<file path="src/rtl/i2c_slave_regfile.sv">
// I2C target serving an internal byte register file: START/STOP decode, 7-bit address match,
// pointer write, burst writes and burst reads from the current pointer. SDA is open-drain via sda_oe.
module i2c_slave_regfile #(
  parameter logic [6:0] SLAVE_ADDR  = 7'b1101001,
  parameter int         NREGS       = 16,
  parameter int         SYNC_STAGES = 2,
  localparam int        AW          = $clog2(NREGS)
) (
  input  logic          clk,
  input  logic          reset,
  input  logic          scl,
  input  logic          sda_in,
  output logic          sda_oe,
  output logic          busy,
  output logic          wr_strobe,
  output logic [AW-1:0] wr_addr,
  output logic [7:0]    wr_data,
  input  logic [AW-1:0] host_addr,
  output logic [7:0]    host_rdata
);

  localparam logic [3:0] S_IDLE      = 4'd0;
  localparam logic [3:0] S_ADDR      = 4'd1;
  localparam logic [3:0] S_ADDR_ACK  = 4'd2;
  localparam logic [3:0] S_PTR       = 4'd3;
  localparam logic [3:0] S_PTR_ACK   = 4'd4;
  localparam logic [3:0] S_WDATA     = 4'd5;
  localparam logic [3:0] S_WDATA_ACK = 4'd6;
  localparam logic [3:0] S_RDATA     = 4'd7;
  localparam logic [3:0] S_RDATA_ACK = 4'd8;
  localparam logic [3:0] S_WAIT      = 4'd9;

  logic [SYNC_STAGES-1:0] scl_sync_q, scl_sync_d, sda_sync_q, sda_sync_d;
  logic                   scl_prev_q, scl_prev_d, sda_prev_q, sda_prev_d;
  logic                   scl_s, sda_s, scl_rise, scl_fall, start_det, stop_det;

  logic [3:0]    state_q, state_d;
  logic [3:0]    bitcnt_q, bitcnt_d;
  logic [7:0]    shift_q, shift_d;
  logic [AW-1:0] ptr_q, ptr_d;
  logic          ack_phase_q, ack_phase_d;
  logic          rw_q, rw_d;
  logic          sda_oe_q, sda_oe_d;
  logic          busy_q, busy_d;
  logic          wr_strobe_q, wr_strobe_d;
  logic [AW-1:0] wr_addr_q, wr_addr_d;
  logic [7:0]    wr_data_q, wr_data_d;
  logic [7:0]    regs_q [NREGS];
  logic [7:0]    regs_d [NREGS];

  logic [7:0]    rx_byte;
  logic [AW-1:0] ptr_inc;

  assign scl_sync_d = {scl_sync_q[SYNC_STAGES-2:0], scl};
  assign sda_sync_d = {sda_sync_q[SYNC_STAGES-2:0], sda_in};
  assign scl_s      = scl_sync_q[SYNC_STAGES-1];
  assign sda_s      = sda_sync_q[SYNC_STAGES-1];
  assign scl_prev_d = scl_s;
  assign sda_prev_d = sda_s;

  assign scl_rise  = scl_s & ~scl_prev_q;
  assign scl_fall  = ~scl_s & scl_prev_q;
  assign start_det = scl_s & sda_prev_q & ~sda_s;
  assign stop_det  = scl_s & ~sda_prev_q & sda_s;

  assign rx_byte = {shift_q[6:0], sda_s};
  assign ptr_inc = ptr_q + AW'(1);

  // NOTE: every *_d gets its hold value first so no path through the case leaves it unassigned,
  // which would otherwise infer a latch.
  always_comb begin
    state_d     = state_q;
    bitcnt_d    = bitcnt_q;
    shift_d     = shift_q;
    ptr_d       = ptr_q;
    ack_phase_d = ack_phase_q;
    rw_d        = rw_q;
    sda_oe_d    = sda_oe_q;
    busy_d      = busy_q;
    wr_strobe_d = 1'b0;
    wr_addr_d   = wr_addr_q;
    wr_data_d   = wr_data_q;
    regs_d      = regs_q;

    if (start_det) begin
      state_d     = S_ADDR;
      bitcnt_d    = 4'd0;
      ack_phase_d = 1'b0;
      sda_oe_d    = 1'b0;
    end else if (stop_det) begin
      state_d     = S_IDLE;
      bitcnt_d    = 4'd0;
      ack_phase_d = 1'b0;
      sda_oe_d    = 1'b0;
      busy_d      = 1'b0;
    end else begin
      case (state_q)
        S_IDLE: begin
          sda_oe_d = 1'b0;
          busy_d   = 1'b0;
        end
        S_ADDR, S_PTR, S_WDATA: begin
          if (scl_rise) begin
            shift_d  = rx_byte;
            bitcnt_d = bitcnt_q + 4'd1;
            if (bitcnt_q == 4'd7) begin
              bitcnt_d = 4'd0;
              if (state_q == S_ADDR) begin
                if (rx_byte[7:1] == SLAVE_ADDR) begin
                  state_d = S_ADDR_ACK;
                  busy_d  = 1'b1;
                  rw_d    = rx_byte[0];
                end else begin
                  state_d = S_WAIT;
                  busy_d  = 1'b0;
                end
              end else if (state_q == S_PTR) begin
                ptr_d   = rx_byte[AW-1:0];
                state_d = S_PTR_ACK;
              end else begin
                regs_d[ptr_q] = rx_byte;
                wr_addr_d     = ptr_q;
                wr_data_d     = rx_byte;
                wr_strobe_d   = 1'b1;
                ptr_d         = ptr_inc;
                state_d       = S_WDATA_ACK;
              end
            end
          end
        end
        S_ADDR_ACK, S_PTR_ACK, S_WDATA_ACK: begin
          // First fall after the byte pulls SDA for the ACK slot; the next fall ends it.
          if (scl_fall) begin
            if (!ack_phase_q) begin
              sda_oe_d    = 1'b1;
              ack_phase_d = 1'b1;
            end else begin
              sda_oe_d    = 1'b0;
              ack_phase_d = 1'b0;
              bitcnt_d    = 4'd0;
              if (state_q == S_ADDR_ACK && rw_q) begin
                state_d  = S_RDATA;
                sda_oe_d = ~regs_q[ptr_q][7];
                shift_d  = {regs_q[ptr_q][6:0], 1'b0};
                bitcnt_d = 4'd1;
              end else if (state_q == S_ADDR_ACK) begin
                state_d = S_PTR;
              end else begin
                state_d = S_WDATA;
              end
            end
          end
        end
        S_RDATA: begin
          // bitcnt counts bits already driven onto the line.
          if (scl_fall) begin
            if (bitcnt_q == 4'd8) begin
              sda_oe_d = 1'b0;
              bitcnt_d = 4'd0;
              state_d  = S_RDATA_ACK;
            end else begin
              sda_oe_d = ~shift_q[7];
              shift_d  = {shift_q[6:0], 1'b0};
              bitcnt_d = bitcnt_q + 4'd1;
            end
          end
        end
        S_RDATA_ACK: begin
          if (scl_rise) begin
            ptr_d = ptr_inc;
            if (!sda_s) begin
              state_d  = S_RDATA;
              shift_d  = regs_q[ptr_inc];
              bitcnt_d = 4'd0;
            end else begin
              state_d  = S_WAIT;
              sda_oe_d = 1'b0;
              busy_d   = 1'b0;
            end
          end
        end
        S_WAIT: begin
          sda_oe_d = 1'b0;
          busy_d   = 1'b0;
        end
        default: begin
          state_d  = S_IDLE;
          sda_oe_d = 1'b0;
          busy_d   = 1'b0;
        end
      endcase
    end
  end

  // NOTE: sequential state uses non-blocking assignments so every flop samples pre-edge values.
  always_ff @(posedge clk or negedge reset) begin
    if (!reset) begin
      scl_sync_q  <= '1;
      sda_sync_q  <= '1;
      scl_prev_q  <= 1'b1;
      sda_prev_q  <= 1'b1;
      state_q     <= S_IDLE;
      bitcnt_q    <= 4'd0;
      shift_q     <= 8'h00;
      ptr_q       <= '0;
      ack_phase_q <= 1'b0;
      rw_q        <= 1'b0;
      sda_oe_q    <= 1'b0;
      busy_q      <= 1'b0;
      wr_strobe_q <= 1'b0;
      wr_addr_q   <= '0;
      wr_data_q   <= 8'h00;
      // NOTE: the register file is cleared by reset on purpose; it is small flop storage, not a RAM macro.
      regs_q      <= '{default: 8'h00};
    end else begin
      scl_sync_q  <= scl_sync_d;
      sda_sync_q  <= sda_sync_d;
      scl_prev_q  <= scl_prev_d;
      sda_prev_q  <= sda_prev_d;
      state_q     <= state_d;
      bitcnt_q    <= bitcnt_d;
      shift_q     <= shift_d;
      ptr_q       <= ptr_d;
      ack_phase_q <= ack_phase_d;
      rw_q        <= rw_d;
      sda_oe_q    <= sda_oe_d;
      busy_q      <= busy_d;
      wr_strobe_q <= wr_strobe_d;
      wr_addr_q   <= wr_addr_d;
      wr_data_q   <= wr_data_d;
      regs_q      <= regs_d;
    end
  end

  assign sda_oe     = sda_oe_q;
  assign busy       = busy_q;
  assign wr_strobe  = wr_strobe_q;
  assign wr_addr    = wr_addr_q;
  assign wr_data    = wr_data_q;
  assign host_rdata = regs_q[host_addr];

endmodule

</file>
<file path="config.mk">
export PLATFORM = sky130hd
export DESIGN_NAME = i2c_slave_regfile
export DESIGN_NICKNAME = d
export VERILOG_FILES = /design/src/rtl/i2c_slave_regfile.sv
export SDC_FILE = /design/constraint.sdc
export NUM_CORES = 1
export LEC_CHECK = 0
export CELL_PAD_IN_SITES_DETAIL_PLACEMENT = 1
export CELL_PAD_IN_SITES_GLOBAL_PLACEMENT = 1
export CORE_MARGIN = 5
export CORE_UTILIZATION = 58
export CTS_BUF_LIST = sky130_fd_sc_hd__clkbuf_4 sky130_fd_sc_hd__clkbuf_8
export DETAILED_ROUTE_END_ITERATION = 6
export MAX_ROUTING_LAYER = met4
export PLACE_DENSITY = 0.95
export SLEW_MARGIN = 20
export SYNTH_ARGS = -nofsm -noshare
export SYNTH_HDL_FRONTEND = slang
export SYNTH_SLANG_ARGS = --single-unit
</file>
<file path="constraint.sdc">
create_clock -name clk -period 6.1 [get_ports clk]
set_input_delay 1.22 -clock clk [delete_from_list [all_inputs] [get_ports clk]]
set_output_delay 1.22 -clock clk [all_outputs]
set_load 0.02 [all_outputs]
</file>
# Word level (Yosys, flattened, before mapping)

Cells that the tools add are included.

Add/sub/neg operators: 2
Multipliers: 0
Div/mod/pow operators: 0
Order comparisons: 4
Equality and inequality tests: 39
Shift operators: 0
Mux-type cells: 83
Bitwise operators: 19
Reduce and logical (&&, ||, !) cells: 21

Operators by type and width:

| kind                                                                   | number |
|---|---|
| 128-bit bitwise mux                                                    | 1 |
| 8-bit two-way mux                                                      | 15 |
| 4-bit two-way mux                                                      | 27 |
| 8-bit binary-select mux with 4-bit select                              | 3 |
| 4-bit inequality test (second input constant)                          | 9 |
| 7-bit AND reduction                                                    | 5 |
| 8-bit demux with 4-bit select                                          | 1 |
| 8-bit case mux with 4 select lines                                     | 1 |
| 1-bit two-way mux                                                      | 27 |
| 4-bit by 3-bit equality test with 1-bit output (second input constant) | 5 |
| 2-bit inequality test (second input constant)                          | 10 |
| 4-bit case mux with 5 select lines                                     | 1 |
| 3-bit inequality test (second input constant)                          | 6 |
| 4-bit case mux with 4 select lines                                     | 1 |
| 5-bit >= comparator (second input constant)                            | 3 |
| 4-bit inverter with 5-bit output                                       | 3 |
| 4-bit equality test (second input constant)                            | 3 |
| 11-bit AND reduction                                                   | 1 |
| 1-bit inverter                                                         | 10 |
| 4-bit by 1-bit adder with 4-bit output (second input constant)         | 2 |
| 4-bit by 2-bit equality test with 1-bit output (second input constant) | 2 |
| 4-bit case mux with 2 select lines                                     | 1 |
| 8-bit AND reduction                                                    | 1 |
| 7-bit equality test (second input constant)                            | 1 |
| 20 further kinds                                                       | 29 |

Register bits after elaboration: 171
Latch bits: 0
Memory bits (writable): 0
Memory bits (read-only): 0
Word-level logic and storage cells: 199
Memories kept: 0

# Logic depth before layout (Yosys ltp)

Gate-level depths: netlist of the first run.

Depth in word-level cells: 11
Mapped depth: 14
Depth with buffers taken out: 8

# Worst setup path before layout of the first run

Ideal clock, no wire load.

Kind: input port to output port
From: input host_addr[0]
To: output host_rdata[1]
Arrival: 3.207 ns
Data required time: 4.880 ns
Setup slack: 1.673 ns
Stages: 5
Cell sequence: clkbuf_1 > buf_1 > clkbuf_1 > mux4_2 > mux4_2

Longest elaborated chain between the ends: 4

Ends and longest elaborated chain:

| element                                                | RTL line | text |
|---|---|---|
| start, declared                                        | 18       | `input logic [AW-1:0] host_addr,` |
| 4-bit inverter with 5-bit output (implied by the code) | 240      | `assign host_rdata = regs_q[host_addr];` |
| 8-bit binary-select mux with 4-bit select              | 240      |  |
| 8-bit two-way mux (implied by the code) (2 in series)  | 240      |  |
| end, declared                                          | 19       | `output logic [7:0] host_rdata` |

Every way passes these cells. The select of a mux whose other input is x is not followed.

# Worst setup path in the final report of the first run

From: input host_addr[1]
To: output host_rdata[3]

Same word-level chain as after synthesis.

==> flow_metrics.tcl, run 1 <==
set metrics [dict create \
    cp_data_required_time_ns 4.88 \
    multi_input_area_um2 5680 \
    num_antenna_cells 0 \
    syn2layout_area_growth_pct 8.22 \
    slowest_delay_ns 0.75 \
    synth_edf_count 0 \
    cts_resized 0 \
    ioPinCount 31 \
    globalplace.congestion 0.912 \
    io_buffers 30 \
    die_y_um 143 \
    crit_slowest_cell "buf_2" \
    crit_cells 4 \
    path_clk_slew_ns 0.10 \
    vdd_drop_max_uv 356 \
    cp_data_arrival_time_ns 3.71 \
    yosysSeqAreaShare_pct 41.9 \
    dr.pass1.iters 5 \
    hold_ws_ns 0.362 \
    synth-seq-cells 171 \
    rr_worst_depth 6 \
    postCtsSetupBuffers 0 \
    core-area_um2 17300 \
    detail-route-antenna-nets 0 \
    crit_top_cell "mux4_2" \
    grt_pass1_wl_mm 52.6 \
    rsz0062_at_grt "no" \
    path_delay_family "buffers and inverters" \
    clock_sinks 171 \
    final_hold_viol_count 0 \
    setup_violations 0 \
    p_per_area_nw_per_um2 282 \
    ctsRootBufferMaster "clkbuf_8" \
    drt_iter0_drc 994 \
    drc 0 \
    drt_wl_total_mm 34.7 \
    viasPerCell 7.74 \
    crit_path_max_fanout 32 \
    synthFlopType "dfrtp_1" \
    worstSetupPathType "in2out" \
    hold_path.class "reg2reg" \
    skew_ns 0.0152 \
    hold_depth 0 \
    cp_num_buf_inv 2 \
    drive_above_1_share_pct 42.4 \
    syn_inst 762 \
    grt_remaining_overflow 0 \
    maxCapViolCount 0 \
    grt.total_usage_pct 36.2 \
    grt_pass1_vias 8256 \
    ys_warn_count 0 \
    timing.fmax_ghz 0.203 \
    final-max-slew-violation-count 0 \
    cts_made_buffers 17 \
    syn_nets 776 \
    fin_ws_ns 1.17 \
    tritoncts "built" \
    wl_per_cell_um 34.8 \
    endpoint_kind "primary output" \
    status "completed" \
    synth.avg_cell_area_um2 13.4 \
    vias 7706 \
    ctsHoldBuffers 0 \
    initial_core_util_pct 59.1 \
    clockBufferDepth 2 \
    async_flop_share_pct 100 \
    slew_headroom_pct 29.9 \
    dp_hpwl_mm 22.0 \
    die_x_um 143 \
    p_leak_nw 4.78 \
    nets 772 \
    fin_crit_sh_pct 80.8 \
    clkLatencyLatePin_ns 0.49 \
    netlist_area_um2 10200 \
    fillCellCount 1601 \
    start_kind "input port" \
    num_rows 48 \
    dp_slack_ns 1.21 \
    finalSetupTns_ns 0 \
    die_area_um2 20400 \
    grt_antenna_before_repair 0 \
    grt_max_degree 109 \
    worst_pin_slew_ns 1.04 \
    min_period_ns 4.93 \
    worstPathCellList "buf_2, mux4_2, mux4_2, clkdlybuf4s50_1" \
    cts_htree_levels 4 \
    synth.distinct_cells 57 \
    regArea_um2 4290 \
]
[worst register-to-register path, cell delays in order, from the launching register on]
cell       delay (ns)
dfstp_2          0.98
xor2_2           0.22
a2111oi_4        0.48
nand3_2          0.54
nor2_1           0.68
nand2_2          0.43
mux2_2           0.40
[power by group]
part / switching [mW] / leakage, nW / internal (mW) / total, mW
sequential: 0.220 / 2.35 / 1.18 / 1.40
clock: 0.455 / 0.211 / 0.408 / 0.863
combinational: 0.505 / 2.22 / 0.349 / 0.853
[logic make-up after synthesis]
logic type	share of synthesized area (%)
AO/OA/AOI/OAI	5.95
adder cells (fa/ha/maj)	0.734
AND/OR/NAND/NOR	8.67
XOR/XNOR	0.587
buffers and inverters	2.76
multiplexers	39.4
flip-flops	41.9
[metrics by stage]
stage               utilization [%]  cells  area (um^2)  total power, mW
finish                         64.0    996        11100             3.12
global route                   64.0    996        11100             3.24
CTS                            63.7    995        11000             3.09
detailed placement             61.3    963        10600             2.24
global placement               61.3    963        10600             2.17
floorplan                         -    762        10200             1.97
[Yosys cell counts, types with 2 or more instances]
master / instances / area, um^2
dfstp_2: 6 / 158
and3b_1: 2 / 17.5
nand2_1: 71 / 267
nand2_2: 16 / 100
a21oi_1: 17 / 85.1
or4_1: 2 / 15.0
o31ai_1: 2 / 15.0
o21ai_0: 22 / 110
buf_2: 16 / 80.1
and3_1: 2 / 12.5
nor2b_1: 11 / 68.8
inv_1: 7 / 26.3
a2111oi_4: 2 / 55.1
nor3b_1: 3 / 22.5
nor2_1: 22 / 82.6
xor2_1: 4 / 35.0
dfrtp_1: 165 / 4130
ha_1: 6 / 75.1
nor3_1: 4 / 20.0
a211oi_1: 2 / 15.0
and4b_1: 3 / 30.0
a221oi_1: 6 / 52.6
o22ai_1: 4 / 25.0
o221ai_1: 7 / 61.3
a31oi_1: 7 / 43.8
nand3_1: 12 / 60.1
o211ai_1: 8 / 60.1
buf_1: 8 / 30.0
o21bai_1: 2 / 15.0
clkbuf_1: 37 / 139
mux2_2: 141 / 1590
nand2b_1: 9 / 56.3
mux4_2: 106 / 2390
mux2_1: 2 / 22.5
nand3b_1: 4 / 30.0
mux2i_1: 3 / 30.0
[state kept, by name (all words and copies together), names as in the netlist]
register,count
wr_strobe,1
shift_q,8
state_q,4
wr_data,8
bitcnt_q,4
sda_sync_q,2
ptr_q,4
sda_oe,1
busy,1
sda_prev_q,1
rw_q,1
regs_q,128
scl_prev_q,1
scl_sync_q,2
ack_phase_q,1
wr_addr,4
[layout by cell type (no fill, tap or decap), types with 4 or more instances in the layout]
cell type and count:
dfrtp_1 163, mux2_2 141, mux4_2 106, nand2_1 71, clkdlybuf4s50_1 27, nor2_1 22, o21ai_0 22, clkbuf_8 20
a21oi_1 17, nand2_2 16, nand3_1 12, nor2b_1 11, nand2b_1 9, o211ai_1 8, buf_4 8, inv_1 7
a31oi_1 7, o221ai_1 7, a221oi_1 6, dfstp_2 6, ha_1 5, nand3b_1 4, nor3_1 4, o22ai_1 4
inv_6 4
[layout make-up]
type | instances | area share (%)
repair buffers | 39 | 3.43
inverters | 7 | 0.237
flip-flops and latches | 171 | 38.8
clock buffers | 21 | 2.55
multi-input cells | 522 | 51.3
clock inverters | 11 | 1.21
well taps | 225 | 2.54
[final timing paths]
path,startpoint,endpoint,slack (ns)
hold / removal,sda_sync_q[0],sda_sync_q[1],0.36
setup reg to reg,sda_sync_q[1],regs_q[95],2.25
hold reg to reg,sda_sync_q[0],sda_sync_q[1],0.36
min in group asynchronous,reset,bitcnt_q[0],0.58
max in group asynchronous,reset,regs_q[69],4.37
setup / recovery,host_addr[1],host_rdata[3],1.17
[layer usage]
metal | vias up | GRT usage, % | wire length, um
met5 | - | - | 0
li1 | 2929 | - | -
met4 | 0 | 19.3 | 2070
met3 | 202 | 11.4 | 3970
met1 | 3958 | 43.7 | 12000
met2 | 617 | 54.7 | 16700
No activity file was read; power rests on OpenSTA's default activity.
==> run 2: changes to the inputs <==
CORE_UTILIZATION = 49   (was 58)
PLACE_DENSITY = 0.88   (was 0.95)
clock period = 4.1 ns   (was 6.1 ns; I/O delays follow)
==> run 2 against run 1 <==
Effect of this change:
- sequential share of layout area is 0.20 points lower
- design area is 0.53% higher
- worst hold slack got worse by 0.00097 ns
- wire length shrank 7.7%
- sequential power is 47% higher
- clock skew is 0.0016 ns higher
- critical path depth grew 1
- critical path type unchanged
- critical endpoint is now host_rdata[0]
- largest power group unchanged
- highest routed layer unchanged
==> flow_metrics.tcl, run 2 (synthesized netlist as in run 1, its figures left out) <==
set metrics [dict create \
    crit_slowest_cell "clkdlybuf4s50_1" \
    io_buffers 30 \
    slew_headroom_pct 35.2 \
    worst_pin_slew_ns 0.971 \
    start_kind "input port" \
    ctsRootBufferMaster "clkbuf_8" \
    detail-route-antenna-nets 0 \
    grtUsageMet1_pct 36.3 \
    die_x_um 154 \
    crit_path_max_fanout 32 \
    min_from "sda_sync_q[0]" \
    p_per_area_nw_per_um2 405 \
    cp_data_arrival_time_ns 2.88 \
    p_leak_nw 4.79 \
    dp_hpwl_mm 21.0 \
    die_y_um 154 \
    tritoncts "built" \
    dr.pass1.iters 5 \
    num_rows 52 \
    r2r_setup_slack_ns 0.81 \
    clkLatencyLatePin_ns 0.49 \
    wl_per_cell_um 30.7 \
    fin_crit_sh_pct 90.2 \
    timing.fmax_ghz 0.270 \
    drt_iter0_drc 862 \
    regMostFlops "regs_q" \
    maxCapViolCount 0 \
    cts_made_buffers 17 \
    clock_sinks 171 \
    hold_path.class "reg2reg" \
    drive_above_1_share_pct 42.5 \
    cp_data_required_time_ns 3.28 \
    hold_depth 0 \
    die_area_um2 23900 \
    switchingPower_mw 1.71 \
    status "completed" \
    skew_ns 0.0168 \
    vdd_drop_max_uv 287 \
    rsz0062_at_grt "no" \
    p_int_mw 2.80 \
    fin_util_pct 54.6 \
    worstPathCellList "buf_2, buf_12, mux4_2, mux4_2, clkdlybuf4s50_1" \
    grt_remaining_overflow 0 \
    grtUsageMet3_pct 6.20 \
    slowest_delay_ns 0.57 \
    cts_resized 0 \
    r2r-start "state_q[3]" \
    drc 0 \
    hold-path-endpoint "sda_sync_q[1]" \
    ioPinCount 31 \
    final_hold_viol_count 0 \
    worstSetupPathType "in2out" \
    stdcell_count 1045 \
    grt.total_usage_pct 28.6 \
    grt_pass1_vias 7944 \
    combinationalPowerShare_pct 27.3 \
    drt_wl_total_mm 32.0 \
    nets 776 \
    globalplace.congestion 0.904 \
    grt_antenna_before_repair 0 \
    path_clk_slew_ns 0.09 \
    endpoint_kind "primary output" \
    syn2layout_area_growth_pct 8.80 \
    vias 7439 \
    cts_htree_levels 4 \
    rr_worst_depth 4 \
    finalSetupTns_ns 0 \
    use_met2_pct 44.2 \
    pwr-share-clk_pct 26.9 \
    grt_max_degree 97 \
    layout.cells.most_common "dfrtp_1" \
    grt_pass1_wl_mm 50.1 \
    top_usage_layer "met2" \
    postCtsSetupBuffers 0 \
    min_period_ns 3.70 \
    netSwitchingFraction_pct 37.9 \
    ctsHoldBuffers 0 \
    clockBufferDepth 2 \
    largest_reg_flops 128 \
    final_cell_mix "dfrtp_1 (163), mux2_2 (141), mux4_2 (106)" \
    setup_violations 0 \
    final-max-slew-violation-count 0 \
    core-area_um2 20400 \
    crit_top_cell "mux4_2" \
    initial_core_util_pct 50.2 \
    r2r-end "shift_q[1]" \
    place_inst 1013 \
    fillCellCount 1984 \
    num_antenna_cells 0 \
    viasPerCell 7.12 \
    p_seq_share_pct 45.8 \
]
run 2: cell count changes in the layout (fill, tap and decap cells not counted), sizes merged:
cell	before	now
inv	11	14
clkbuf	21	19
bufinv	2	1
buf	12	16
run 2: worst max-delay path by stage:
| stage | start | endpoint | slack [ns] | cells after the start |
|---|---|---|---|---|
| after detailed placement | host_addr[0] | host_rdata[0] | 0.41 | 5 |
| final | host_addr[0] | host_rdata[0] | 0.40 | 5 |
| after CTS | host_addr[0] | host_rdata[6] | 0.39 | 5 |
| after global placement | host_addr[0] | host_rdata[0] | 0.46 | 5 |
| after global routing | host_addr[0] | host_rdata[0] | 0.36 | 5 |
| after floorplan | ptr_q[0] | shift_q[0] | 0.42 | 11 |
run 2: final cells by class:
type | count | area (um^2) | area share (%)
Inverter | 7 | 26.3 | 0.236
Multi-Input combinational cell | 522 | 5660 | 50.9
Tap cell | 270 | 338 | 3.04
Sequential cell | 171 | 4290 | 38.5
Clock buffer | 19 | 255 | 2.29
Timing Repair Buffer | 43 | 427 | 3.83
Clock inverter | 13 | 131 | 1.18
run 2: power groups by stage:
stage	clock network (mW)	registers [mW]	logic, mW
floorplan	0	1.84	1.09
detailed placement	0	2.08	1.23
CTS	1.23	2.05	1.24
finish	1.21	2.06	1.23
global placement	0	2.06	1.17
global route	1.30	2.08	1.33
run 2: metal layers:
| metal | vias up | routed length [um] |
|---|---|---|
| li1 | 2934 | - |
| met1 | 3865 | 11800 |
| met2 | 502 | 15600 |
| met3 | 138 | 2970 |
| met4 | 0 | 1700 |
| met5 | - | 0 |
run 2: worst max-delay path, delay by kind of cell:
family                 cells  cell delay (ns)
buffers and inverters      3             0.95
muxes                      2             1.08
run 2: stage by stage:
stage	setup WS (ns)	total power [mW]	area [um^2]	hold WS [ns]
2_1_floorplan	0.418	2.94	10200	0.345
3_3_place_gp	0.458	3.23	10700	0.347
3_5_place_dp	0.411	3.32	10700	0.349
4_1_cts	0.388	4.52	11100	0.363
5_1_grt	0.355	4.71	11100	0.369
6_report	0.401	4.51	11100	0.361
==> run 3: changes to the inputs <==
CORE_ASPECT_RATIO = 0.8   (was default)
==> run 3 against run 2 <==
Effect of this change:
- sequential cell count unchanged
- sequential power up 2%
- core utilization down 0.37 points
- largest cell class unchanged
==> flow_metrics.tcl, run 3 (synthesized netlist as in run 1, its figures left out) <==
set metrics [dict create \
    vdd_drop_max_uv 226 \
    worstSetupPathType "in2out" \
    regArea_um2 4290 \
    drt_iter0_drc 777 \
    fin_ws_ns 0.307 \
    worst_pin_slew_ns 0.882 \
    path_clk_slew_ns 0.09 \
    largest_reg_flops 128 \
    combinationalPowerShare_pct 26.5 \
    grt.total_usage_pct 28.9 \
    timing.fmax_ghz 0.264 \
    drive_above_1_share_pct 42.7 \
    drt_wl_total_mm 32.4 \
    initial_core_util_pct 49.5 \
    final_hold_viol_count 0 \
    grt_pass1_wl_mm 50.3 \
    layout.cells.most_common "dfrtp_1" \
    finalSetupTns_ns 0 \
    rsz0062_at_grt "no" \
    num_antenna_cells 0 \
    num_rows 47 \
    postCtsSetupBuffers 0 \
    die_y_um 139 \
    cts_htree_levels 4 \
    ctsRootBufferMaster "clkbuf_8" \
    detail-route-antenna-nets 0 \
    fillCellCount 1959 \
    setup_violations 0 \
    tritoncts "built" \
    cts_resized 0 \
    grt_remaining_overflow 0 \
    slew_headroom_pct 41.0 \
    clkLatencyLatePin_ns 0.49 \
    min_period_ns 3.79 \
    r2r-start "ptr_q[0]" \
    p_int_mw 2.89 \
    dp_slack_ns 0.308 \
    drc 0 \
    status "completed" \
    grt_pass1_vias 8030 \
    die_area_um2 23900 \
    crit_path_max_fanout 20 \
    cts_made_buffers 17 \
    cp_data_arrival_time_ns 2.97 \
    hold_path.class "reg2reg" \
    cp_data_required_time_ns 3.28 \
    pwr-share-clk_pct 27.6 \
    skew_ns 0.0170 \
    p_seq_share_pct 45.9 \
    ctsHoldBuffers 0 \
    worstSetupStartpoint "host_addr[1]" \
    start_kind "input port" \
    globalplace.congestion 0.985 \
    grt_max_degree 81 \
    nets 781 \
    endpoint_kind "primary output" \
    final-max-slew-violation-count 0 \
    viasPerCell 7.11 \
    io_buffers 30 \
    syn2layout_area_growth_pct 9.52 \
    fin_crit_sh_pct 92.5 \
    switchingPower_mw 1.70 \
    ioPinCount 31 \
    clockBufferDepth 2 \
    p_per_area_nw_per_um2 409 \
    dr.pass1.iters 5 \
    final_cell_mix "dfrtp_1 (163), mux2_2 (141), mux4_2 (106)" \
    vias 7456 \
    clock_sinks 171 \
    die_x_um 172 \
    dp_hpwl_mm 22.2 \
    grt_antenna_before_repair 0 \
    netSwitchingFraction_pct 37.0 \
    maxCapViolCount 0 \
    p_leak_nw 4.83 \
    wl_per_cell_um 30.9 \
    multi_input_area_um2 5660 \
    min_from "sda_sync_q[0]" \
    regMostFlops "regs_q" \
    core-area_um2 20600 \
]
-- run 3: changes by cell type in the layout (fill, tap and decap cells not counted), moves of 2 or more --
cell      previous run  this run
clkbuf_8            18        20
clkinv_4             2         4
buf_4               10        14
inv_6                5         2
-- run 3: path summary, 6_finish.rpt --
kind,to,slack [ns],cells past startpoint
setup / recovery,host_rdata[6],0.31,5
hold / removal,sda_sync_q[1],0.37,0
setup reg to reg,shift_q[1],0.63,7
hold reg to reg,sda_sync_q[1],0.37,0
max in group asynchronous,regs_q[11],2.76,2
min in group asynchronous,regs_q[64],0.38,1
-- run 3: area by class of cell --
type,count,area share [%]
multi-input combinational,522,50.5
clock buffer,20,2.46
tap,269,3.00
sequential,171,38.3
inverter,7,0.235
clock inverter,11,1.22
timing repair buffer,48,4.26
-- run 3: metrics by stage --
step / area [um^2] / hold slack (ns) / util, % / cells / power (mW)
final: 11200 / 0.365 / 54.3 / 1048 / 4.58
after global routing: 11200 / 0.374 / 54.3 / 1048 / 4.78
after CTS: 11200 / 0.368 / 54.3 / 1048 / 4.58
after detailed placement: 10800 / 0.351 / 52.3 / 1017 / 3.33
after global placement: 10800 / 0.346 / 52.3 / 1017 / 3.23
after floorplan: 10200 / 0.345 / - / 762 / 2.94
-- run 3: worst max-delay path, stage by stage --
cell and delay (ns):
buf_2 0.39, buf_12 0.24, mux4_2 0.37, mux4_2 0.55, clkdlybuf4s50_1 0.57
-- run 3: power groups by stage --
stage               Combinational [mW]  Sequential (mW)  Clock, mW
global placement                  1.14             2.09          0
floorplan                         1.09             1.84          0
detailed placement                1.21             2.12          0
finish                            1.21             2.10       1.27
CTS                               1.21             2.09       1.28
global route                      1.30             2.12       1.36
-- run 3: per-layer routing --
| metal | vias up | share of wire (%) | global-route usage, % |
|---|---|---|---|
| li1 | 2943 | - | - |
| met1 | 3916 | 38 | 38.0 |
| met2 | 487 | 46 | 42.5 |
| met3 | 110 | 11 | 9.07 |
| met4 | 0 | 3.9 | 10.5 |
| met5 | - | 0 | - |
